[config.mk]
export PLATFORM = sky130hd
export DESIGN_NAME = color_frame_classifier
export DESIGN_NICKNAME = d
export VERILOG_FILES = /design/src/rtl/color_frame_classifier.sv
export SDC_FILE = /design/constraint.sdc
export NUM_CORES = 1
export LEC_CHECK = 0
export BUFFER_PORTS_ARGS = -buffer_cell sky130_fd_sc_hd__buf_4
export CORE_UTILIZATION = 61
export CTS_CLUSTER_DIAMETER = 40
export DETAILED_ROUTE_END_ITERATION = 10
export PLACE_DENSITY = 0.86
export SLEW_MARGIN = 20
export SYNTH_ARGS = -nofsm -noshare
export SYNTH_HDL_FRONTEND = slang
export SYNTH_SLANG_ARGS = --single-unit
[constraint.sdc]
create_clock -name p_clock -period 3.5 [get_ports p_clock]
set_input_delay 0.7 -clock p_clock [delete_from_list [all_inputs] [get_ports p_clock]]
set_output_delay 0.7 -clock p_clock [all_outputs]
set_load 0.02 [all_outputs]
[src/rtl/color_frame_classifier.sv]
// color_frame_classifier: classifies RGB565 pixels as red/green/blue/other,
// counts each class over a frame and, one decision per vsync rising edge,
// drives a one-hot colour LED result with the winning count.
// Optional build macro COLOR_HYST_EN: the LEDs only change when two
// consecutive frame decisions agree.
module color_frame_classifier #(
    parameter int R_HI       = 17,
    parameter int R_LO       = 11,
    parameter int G_HI       = 28,
    parameter int G_LO       = 20,
    parameter int B_HI       = 17,
    parameter int B_LO       = 11,
    parameter int CNT_W      = 17,
    parameter int MIN_PIXELS = 1024
) (
    input  logic             p_clock,
    input  logic             rst,
    input  logic [15:0]      pixel_data,
    input  logic             pixel_valid,
    input  logic             vsync,
    input  logic             colr,
    output logic [2:0]       led,
    output logic             result_valid,
    output logic [CNT_W-1:0] dominant_count
);

    typedef enum logic [2:0] {IDLE, SYNC, ACCUM, FLUSH, DECIDE} state_t;

    localparam logic [4:0]       R_HI_V  = 5'(R_HI);
    localparam logic [4:0]       R_LO_V  = 5'(R_LO);
    localparam logic [5:0]       G_HI_V  = 6'(G_HI);
    localparam logic [5:0]       G_LO_V  = 6'(G_LO);
    localparam logic [4:0]       B_HI_V  = 5'(B_HI);
    localparam logic [4:0]       B_LO_V  = 5'(B_LO);
    localparam logic [CNT_W-1:0] CNT_MAX = '1;

    state_t           state, state_next;
    logic             vs_d, vs_rise;
    logic [4:0]       r_ch, b_ch;
    logic [5:0]       g_ch;
    logic             is_red, is_green, is_blue, accept;
    logic             s1_valid;
    logic [1:0]       s1_class;
    logic [CNT_W-1:0] cnt_r, cnt_g, cnt_b;
    logic             cnt_clear;
    logic [CNT_W-1:0] max_cnt;
    logic [2:0]       winner, cand;
    logic             dec_pend;
    logic [2:0]       dec_led;
    logic [CNT_W-1:0] dec_cnt;
`ifdef COLOR_HYST_EN
    logic [2:0]       prev_cand;
`endif

    assign r_ch    = pixel_data[15:11];
    assign g_ch    = pixel_data[10:5];
    assign b_ch    = pixel_data[4:0];
    assign vs_rise = vsync && !vs_d;
    assign accept  = (state == ACCUM) && pixel_valid && !vsync;

    // Pixel class decode; overlaps resolve red first, then green, then blue.
    always_comb begin
        is_red   = (r_ch > R_HI_V) && (g_ch < G_LO_V) && (b_ch < B_LO_V);
        is_green = !is_red && (r_ch < R_LO_V) && (g_ch > G_HI_V) && (b_ch < B_LO_V);
        is_blue  = !is_red && !is_green && (r_ch < R_LO_V) && (g_ch < G_LO_V) && (b_ch > B_HI_V);
    end

    // vsync history used to find the frame boundary.
    always_ff @(posedge p_clock) begin
        if (rst) vs_d <= 1'b0;
        else     vs_d <= vsync;
    end

    // State register.
    always_ff @(posedge p_clock) begin
        if (rst) state <= IDLE;
        else     state <= state_next;
    end

    // Frame sequencing; counters are wiped whenever a fresh count must start.
    always_comb begin
        state_next = state;
        cnt_clear  = 1'b0;
        if (!colr) begin
            state_next = IDLE;
            cnt_clear  = 1'b1;
        end else begin
            case (state)
                IDLE: begin
                    state_next = SYNC;
                    cnt_clear  = 1'b1;
                end
                SYNC: if (vs_rise) begin
                    state_next = ACCUM;
                    cnt_clear  = 1'b1;
                end
                ACCUM:  if (vs_rise) state_next = FLUSH;
                FLUSH:  state_next = DECIDE;
                DECIDE: begin
                    state_next = ACCUM;
                    cnt_clear  = 1'b1;
                end
                default: state_next = IDLE;
            endcase
        end
    end

    // Stage 1: capture the class of each accepted, classifiable pixel.
    always_ff @(posedge p_clock) begin
        if (rst || !colr) begin
            s1_valid <= 1'b0;
            s1_class <= 2'd0;
        end else begin
            s1_valid <= accept && (is_red || is_green || is_blue);
            s1_class <= is_red ? 2'd0 : (is_green ? 2'd1 : 2'd2);
        end
    end

    // Stage 2: saturating per-class counters.
    always_ff @(posedge p_clock) begin
        if (rst || cnt_clear) begin
            cnt_r <= '0;
            cnt_g <= '0;
            cnt_b <= '0;
        end else if (s1_valid) begin
            case (s1_class)
                2'd0:    if (cnt_r != CNT_MAX) cnt_r <= cnt_r + 1'b1;
                2'd1:    if (cnt_g != CNT_MAX) cnt_g <= cnt_g + 1'b1;
                2'd2:    if (cnt_b != CNT_MAX) cnt_b <= cnt_b + 1'b1;
                default: ;
            endcase
        end
    end

    // Pick the dominant class (ties go red, green, blue) and qualify it.
    always_comb begin
        if (cnt_r >= cnt_g && cnt_r >= cnt_b) begin
            max_cnt = cnt_r;
            winner  = 3'b100;
        end else if (cnt_g >= cnt_b) begin
            max_cnt = cnt_g;
            winner  = 3'b010;
        end else begin
            max_cnt = cnt_b;
            winner  = 3'b001;
        end
        cand = (32'(max_cnt) >= 32'(MIN_PIXELS)) ? winner : 3'b111;
    end

    // Latch the frame decision while the counters are being cleared.
    always_ff @(posedge p_clock) begin
        if (rst || !colr) begin
            dec_pend <= 1'b0;
            dec_led  <= 3'b000;
            dec_cnt  <= '0;
        end else begin
            dec_pend <= (state == DECIDE);
            if (state == DECIDE) begin
                dec_led <= cand;
                dec_cnt <= max_cnt;
            end
        end
    end

`ifdef COLOR_HYST_EN
    // Remember the previous frame's candidate so a change needs two agreeing frames.
    always_ff @(posedge p_clock) begin
        if (rst || !colr)  prev_cand <= 3'b000;
        else if (dec_pend) prev_cand <= dec_led;
    end
`endif

    // Publish the decision and strobe result_valid; outputs hold otherwise.
    always_ff @(posedge p_clock) begin
        if (rst) begin
            led            <= 3'b000;
            result_valid   <= 1'b0;
            dominant_count <= '0;
        end else if (!colr) begin
            result_valid <= 1'b0;
        end else begin
            result_valid <= dec_pend;
            if (dec_pend) begin
`ifdef COLOR_HYST_EN
                if (dec_led == prev_cand) begin
                    led            <= dec_led;
                    dominant_count <= dec_cnt;
                end
`else
                led            <= dec_led;
                dominant_count <= dec_cnt;
`endif
            end
        end
    end

endmodule

# Yosys cells after proc, flatten, opt, wreduce, memory -nomap -nowiden
# Cells that the tools add are included.
# W data, S select, Z words.
totals:
  input_bits: 21
  memories: 0
  mem_bits_ro: 0
  elab_cells: 83
  reg_bits: 100
  ram_bits: 0
  latch_bits: 0
  output_inout_bits: 21
classes:
  div_mod_pow: 0
  order_cmp: 10
  shift: 0
  mul: 0
  n_eq_ne: 11
  n_mux: 12
  n_reduce_logical: 33
  n_addsub: 3
  n_bitwise: 1
ops:
  columns: ["cell", "n"]
  rows:
  - ["$add A17 B1 Y17 const B", 3]
  - ["$ge A17 B17 Y1", 3]
  - ["$ne A17 B17 Y1 const B", 3]
  - ["$mux W17", 2]
  - ["$ge A17 B11 Y1 const B", 1]
  - ["$pmux W3 S5", 1]
  - ["$logic_and A1 B1 Y1", 14]
  - ["$mux W3", 4]
  - ["$gt A5 B5 Y1 const B", 2]
  - ["$lt A5 B4 Y1 const B", 2]
  - ["$reduce_and A3 Y1", 3]
  - ["$eq A3 B2 Y1 const B", 2]
  - ["$gt A6 B5 Y1 const B", 1]
  - ["$lt A6 B5 Y1 const B", 1]
  - ["$reduce_or A2 Y1", 3]
  - ["$logic_not A1 Y1", 5]
  - ["$logic_or A1 B1 Y1", 4]
  - ["$mux W2", 2]
  - ["$ne A2 B2 Y1 const B", 2]
  - ["$reduce_and A2 Y1", 2]
  - ["$eq A3 B1 Y1 const B", 1]
  - ["$eq A3 B3 Y1 const B", 1]
  - ["$logic_not A3 Y1", 1]
  - ["$eq A2 B1 Y1 const B", 1]
  - ["other kinds (5)", 6]

# Depth between registers and ports, before layout
# Gate-level depths: netlist (run 1).
depth:
  ltp_word: 14
  mapped_depth: 12

# Least setup slack after synthesis (run 1)
# Ideal clock, no wire load.
synth_timing:
  path_kind: "register to register"
  start: "register cnt_r[4]"
  end: "register cnt_r[14]"
  n_path_buf: 0
  required_time_ns: 3.372
  path_stages_with_launch: 11
  arrival_ns: 2.295
  setup_ns: 0.128
  setup_slack_ns: 1.078
  cell_sequence: "dfxtp_1 -> and3_1 -> nand3_1 -> nor4_1 -> ha_1 -> nor4b_4 -> or4b_1 -> nor2_1 -> nand4_1 -> xor2_1 -> nor2_1"
synth_between:
  elab_chain_len: 2
  elab_cells_between_ends: 3
  cone_classes: "add/sub: 1; eq/ne: 1; reduce/logical: 1"
synth_rtl:
  columns: ["element", "line_no", "source"]
  rows:
  - ["start: declaration", "44", "logic [CNT_W-1:0] cnt_r, cnt_g, cnt_b;"]
  - ["start signal: assignment", "127", "2'd0: if (cnt_r != CNT_MAX) cnt_r <= cnt_r + 1'b1;"]
  - ["branches (longest 2 deep; another with $add A17 B1 Y17)", null, null]
# Several ways; the timed one is not identified.
# A chain may end at the register's enable or synchronous reset.

# Worst setup path after layout (run 1)
layout_timing:
  start: "register cnt_b[2]"
  end: "register dec_led[1]"
layout_between:
  elab_chain_len: 5
  elab_cells_between_ends: 9
  cone_classes: "order compare: 3; mux: 5; reduce/logical: 1"
layout_rtl:
  columns: ["element", "line_no", "source"]
  rows:
  - ["start: declaration", "44", null]
  - ["start signal: assignment", "129", "2'd2: if (cnt_b != CNT_MAX) cnt_b <= cnt_b + 1'b1;"]
  - ["$ge A17 B17 Y1, on equally long branches", "140, 137", null]
  - ["$mux W17 / $logic_and A1 B1 Y1 (equally long branches)", "140, 137", null]
  - ["$mux W17", "137", "if (cnt_r >= cnt_g && cnt_r >= cnt_b) begin"]
  - ["$ge A17 B11 Y1", "147", "cand = (32'(max_cnt) >= 32'(MIN_PIXELS)) ? winner : 3'b111;"]
  - ["$mux W3 *", "147", null]
  - ["end signal: assignment", "159", "dec_led <= cand;"]
  - ["end: declaration", "49", "logic [2:0] dec_led;"]
# Mark *: on every way between the ends. The rest lies on a longest branch, timed or not.

==> results of run 1 <==
==> stage by stage <==
step	instances	total power, W
after floorplan	682	0.00119
final	825	0.00199
after detailed placement	809	0.00122
after global placement	809	0.00122
after CTS	825	0.00200
after global routing	825	0.00205
==> registers in the layout (all words and copies together) (netlist names) <==
signal	flops
cnt_b	17
cnt_g	17
cnt_r	17
dec_cnt	17
dec_led	3
dec_pend	1
dominant_count	17
led	3
result_valid	1
s1_class	2
s1_valid	1
state	3
vs_d	1
==> worst max-delay path, stage by stage (launching register included) <==
cell and delay (ps):
dfxtp_1 470, inv_1 160, ha_1 320, a21oi_1 150, o21ai_0 150, a2111oi_0 560
o21ai_2 80, buf_4 260, or3_1 380, o221a_2 230
==> logic make-up (layout without fill, tap and decap cells) <==
family | Yosys count | count (layout) | share of synthesized area
buffers and inverters | 70 | 105 | 0.0499
flip-flops | 100 | 100 | 0.350
adder cells (fa/ha/maj) | 57 | 57 | 0.125
AND/OR/NAND/NOR | 279 | 279 | 0.240
multiplexers | 22 | 22 | 0.0387
AO/OA/AOI/OAI | 114 | 114 | 0.136
XOR/XNOR | 40 | 40 | 0.0612
==> how the worst max path moves through the flow <==
stage | depth (start not counted) | endpoint | slack, ps | from
floorplan | 10 | cnt_r[14] | 1080 | cnt_r[4]
global placement | 9 | dec_led[1] | 810 | cnt_b[2]
detailed placement | 9 | dec_led[1] | 720 | cnt_b[2]
CTS | 9 | dec_cnt[4] | 700 | cnt_b[8]
global route | 9 | dec_cnt[4] | 470 | cnt_b[10]
finish | 9 | dec_led[1] | 630 | cnt_b[2]
==> final cells by class <==
type,instances,area share
Inverter,39,0.0231
Sequential cell,100,0.317
Clock buffer,9,0.0196
Timing Repair Buffer,50,0.0593
Multi-Input combinational cell,512,0.546
Tap cell,108,0.0214
Clock inverter,7,0.0144
==> power by group through the flow <==
stage	sequential [W]	clock [W]	combinational, W
final	0.00114	0.000790	0.0000526
after global routing	0.00114	0.000848	0.0000580
after CTS	0.00114	0.000800	0.0000524
after detailed placement	0.00117	0	0.0000522
after global placement	0.00117	0	0.0000503
after floorplan	0.00117	0	0.0000258
==> layout by cell type, fill, tap and decap left out, drive strengths merged, types with 22 or more instances in the layout <==
master  Yosys  routed
dfxtp     100     100
nor2       66      66
nand2      66      66
ha         57      57
nand3      50      50
buf         4      50
a21oi      45      45
inv        39      43
xnor2      33      33
nand4      22      22
==> per-layer routing <==
| layer | vias to the layer above | GRT usage |
|---|---|---|
| met5 | - | 0 |
| met2 | 190 | 0.516 |
| met4 | 0 | 0.133 |
| li1 | 2471 | - |
| met1 | 2365 | 0.396 |
| met3 | 47 | 0.0440 |
==> results.yml, run 1 <==
status:
  outcome: "completed"
detailed_routing:
  first_iter_violations: 374
  firstDrtPassIters: 5
  drt.antenna.violating_nets: 0
  top_layer_used: "met4"
  remaining_drc_errors: 0
  routedWlPerCell_um: 17.6
  vias: 5073
  drt-met1-wl_um: 6430
  wl_met2_um: 6750
  wl_um: 14500
  routed_via_density: 6.15
  route.met3.wl_um: 788
clock_tree:
  cts_hold_buf: 0
  cts_tree: "yes"
  clk_pin_slew_worst_paths_ps: 110
  worst_skew_pair.late_latency_ps: 370
  cts_root_buf: "clkbuf_8"
  cts.htree.levels: 3
  cts-buffers-inserted: 9
  clock-sinks: 100
  cts_resized: 0
  cts_setup_buffers: 0
  cts.path.max_buffers: 2
logic_synthesis:
  ys_ff_latch: 100
  yosysWarningCount: 0
  syn_inst: 682
  netlist_top_cells_count: "100 x dfxtp_1, 66 x nand2_1, 66 x nor2_1"
  synth_edf_count: 0
  synthTopCellsByArea: "dfxtp_1 35%, ha_1 12%, xnor2_1 5.1%, nand3_1 4.4%, nand2_1 4.3%"
  yosysMostFrequentCell: "dfxtp_1"
  syn_area_sq_mm: 0.00572
  ys_seq_area_frac: 0.350
  syn_nets: 760
  synth_top_area_cell: "dfxtp_1"
  synthArstFlopShare: 0
  synth_flop_cell: "dfxtp_1"
  synth_cell_types: 47
  yosysTopAreaCellShare: 0.350
  avgSynthCellArea_sq_um: 8.39
placed_design:
  portBuffers: 41
  hpwl_um: 11000
  place_ws_ps: 724
  gp_congestion: 0.992
  place_area_sq_mm: 0.00611
layout:
  final_cell_area_sq_mm: 0.00632
  seq_area_sq_mm: 0.00200
  num_antenna_cells: 0
  areaGrowthSynthToFinish_pct: 10.6
  post-route-util: 0.711
  layout.filler_cells: 695
  multi_input_area_sq_mm: 0.00345
  fin_nets: 790
  drive_above_1_share: 0.117
die:
  initial_core_util: 0.643
  core_sq_mm: 0.00889
  io_pins: 42
  die_area_sq_mm: 0.00977
  rows: 34
  dieWidth_um: 98.8
  die_h_um: 98.8
timing:
  grt_setup_unrepaired: "no"
  final.setup.worst_slack_ps: 634
  clock_skew_ps: 8.43
  max_freq_mhz: 349
  relSlewSlack: 0.478
  maxSlewViolCount: 0
  fin_crit_sh: 0.819
  finalSetupViolations: 0
  finalHoldViolCount: 0
  hold_ws_ps: 457
  layout_min_cycle_time_ps: 2870
  setup_tns_ps: 0
  tightest_slew_ps: 784
worst_setup_path:
  reg2reg_from: "cnt_b[2]"
  r2r_end: "dec_led[1]"
  r2r_cells: 9
  critPathArrivalTime_ps: 3130
  cp_max_fo: 20
  worstSetupStartpointType: "flop"
  critical_path_required_ps: 3770
  reg2reg_slack_ps: 630
  criticalPathCategory: "reg -> reg"
  end_kind: "flop"
global_routing:
  grt_pass1_vias: 4800
  grt_pass1_wl_um: 23700
  grt_max_degree: 52
  grt_usage: 0.308
  antenna_found_initial: 0
  grt-ovfl-total: 0
flow_run:
  drv_cap: 0
power:
  clockPowerShare: 0.398
  power_switching_w: 0.000472
  p_leak_nw: 2.57
  p_per_area_mw_per_mm2: 314
  switching_share: 0.238
  comb_power_share: 0.026
  ir_worst_vdd_mv: 0.238
  intPower_w: 0.00151
  pwr-share-seq: 0.575
min_path:
  hold_depth: 2
  min-delay-start: "dec_led[0]"
  hold_class: "reg -> reg"
  holdPathEnd: "led[0]"
Note: power is estimated with default switching activity, not from simulation.
==> inputs of run 2 (changes only) <==
- CORE_UTILIZATION: 61 -> 55
- PLACE_DENSITY: 0.86 -> 0.82
- clock period: 3.5 -> 2.63 ns (I/O delays scaled with it)
==> run 2 against run 1 <==
Critical path depth stayed put. Largest power group unchanged. Non-clock buffer count is 47 higher. Count of clock-buffer cells in the layout stayed put. Routed wire length is 7.5% higher. Cell count is 8.7% higher. Total power is 28% higher. Via count is 5.7% higher. Combinational power is 38% higher.
==> results.yml, run 2 (synthesis results as in run 1) <==
status:
  outcome: "completed"
worst_setup_path:
  critPathArrivalTime_ps: 2890
  end_kind: "flop"
  worstSetupStartpointType: "flop"
  critical_path_required_ps: 2900
  cp_max_fo: 6
  slowest_delay_ps: 390
  cp_slowest_cell: "dfxtp_2"
  crit_chain: "inv_1 > ha_4 > nand4_1 > a2111oi_4 > a2111oi_2 > o21ai_2 > buf_6 > mux2i_2 > o211ai_1"
  criticalPathCategory: "reg -> reg"
placed_design:
  portBuffers: 41
  place_area_sq_mm: 0.00648
  gp_congestion: 0.964
  hpwl_um: 11900
clock_tree:
  cts_tree: "yes"
  cts-buffers-inserted: 9
  cts_hold_buf: 0
  cts.htree.levels: 3
  worst_skew_pair.late_latency_ps: 390
  cts_root_buf: "clkbuf_8"
  clk_pin_slew_worst_paths_ps: 110
  cts.path.max_buffers: 2
  clock-sinks: 100
layout:
  num_antenna_cells: 0
  final_cell_mix: "92 x buf_4, 85 x dfxtp_1, 66 x nand2_1"
  fin_nets: 837
  final_cell_area_sq_mm: 0.00690
  layout_commonest_cell: "buf_4"
  layout.filler_cells: 764
  areaGrowthSynthToFinish_pct: 20.5
  post-route-util: 0.696
  drive_above_1_share: 0.221
global_routing:
  grt_usage: 0.297
  grt_pass1_vias: 5213
  grt_max_degree: 36
  grt-ovfl-total: 0
  antenna_found_initial: 0
  grt_pass1_wl_um: 25500
die:
  io_pins: 42
  dieWidth_um: 104
  initial_core_util: 0.577
  core_sq_mm: 0.00991
  rows: 36
  die_h_um: 104
  die_area_sq_mm: 0.0108
timing:
  setup_tns_ps: 0
  relSlewSlack: 0.337
  maxSlewViolCount: 0
  fin_crit_sh: 0.994
  tightest_slew_ps: 991
  finalSetupViolations: 0
  finalHoldViolCount: 0
  clock_skew_ps: 16.9
  hold_ws_ps: 382
  layout_min_cycle_time_ps: 2620
  max_freq_mhz: 382
power:
  p_per_area_mw_per_mm2: 369
  p_leak_nw: 2.77
  ir_worst_vdd_mv: 0.270
detailed_routing:
  drt.antenna.violating_nets: 0
  remaining_drc_errors: 0
  firstDrtPassIters: 5
  vias: 5361
  routed_via_density: 5.98
  first_iter_violations: 431
  wl_um: 15600
  routedWlPerCell_um: 17.4
min_path:
  hold_class: "in -> reg"
flow_run:
  drv_cap: 0
==> run 2: final cells by class <==
type	count	area, sq um	share of cell area
flip-flops and latches	100	2030	0.294
repair buffers	97	764	0.111
inverters	39	146	0.0212
clock buffers	9	124	0.0180
multi-input cells	512	3610	0.523
clock inverters	7	58.8	0.00853
well taps	133	166	0.0241
==> run 2: worst paths after layout <==
kind                            startpoint         end  cells after the start  slack (ps)
worst min register to register  dec_led[0]      led[0]                      2         460
worst max register to register    cnt_b[8]  dec_cnt[2]                      9          10
worst min-delay path                 vsync        vs_d                      2         380
worst max-delay path              cnt_b[8]  dec_cnt[2]                      9          10
==> run 2: worst max-delay path, delay by kind of cell (launching register included) <==
kind                       cells  cell delay (ps)
AOI/OAI and AO/OA              4              900
and+or+nand+nor                1              170
muxes                          1              330
adders and majority gates      1              320
buffers and inverters          2              380
DFF                            1              390
==> run 2: metrics by stage <==
step           cells  setup slack, ps  power (W)
5_1_grt          897            -30.8    0.00263
3_3_place_gp     876            -99.6    0.00163
4_1_cts          895             24.5    0.00255
3_5_place_dp     876             -145    0.00163
2_1_floorplan    682              208    0.00159
6_report         897             14.7    0.00254
==> run 2: metal layers <==
layer | GRT usage | part of all wire | vias to the layer above
li1 | - | - | 2572
met1 | 0.359 | 0.41 | 2529
met2 | 0.503 | 0.48 | 210
met3 | 0.0520 | 0.068 | 50
met4 | 0.154 | 0.041 | 0
met5 | 0 | 0 | -
==> run 2: what timing repair did <==
action                     4_1_cts  5_1_grt
buffers inserted                 2        2
setup endpoints to repair       17       41
hold endpoints to repair         0        0
pin swaps                        2        6
cloned                           1        0
gates resized for setup         15       37
==> run 2: report_power, final <==
| part | total [W] | switching [W] | internal [W] |
|---|---|---|---|
| clock | 0.000952 | 0.000593 | 0.000359 |
| sequential | 0.00152 | 0.00000549 | 0.00151 |
| combinational | 0.0000728 | 0.0000383 | 0.0000346 |
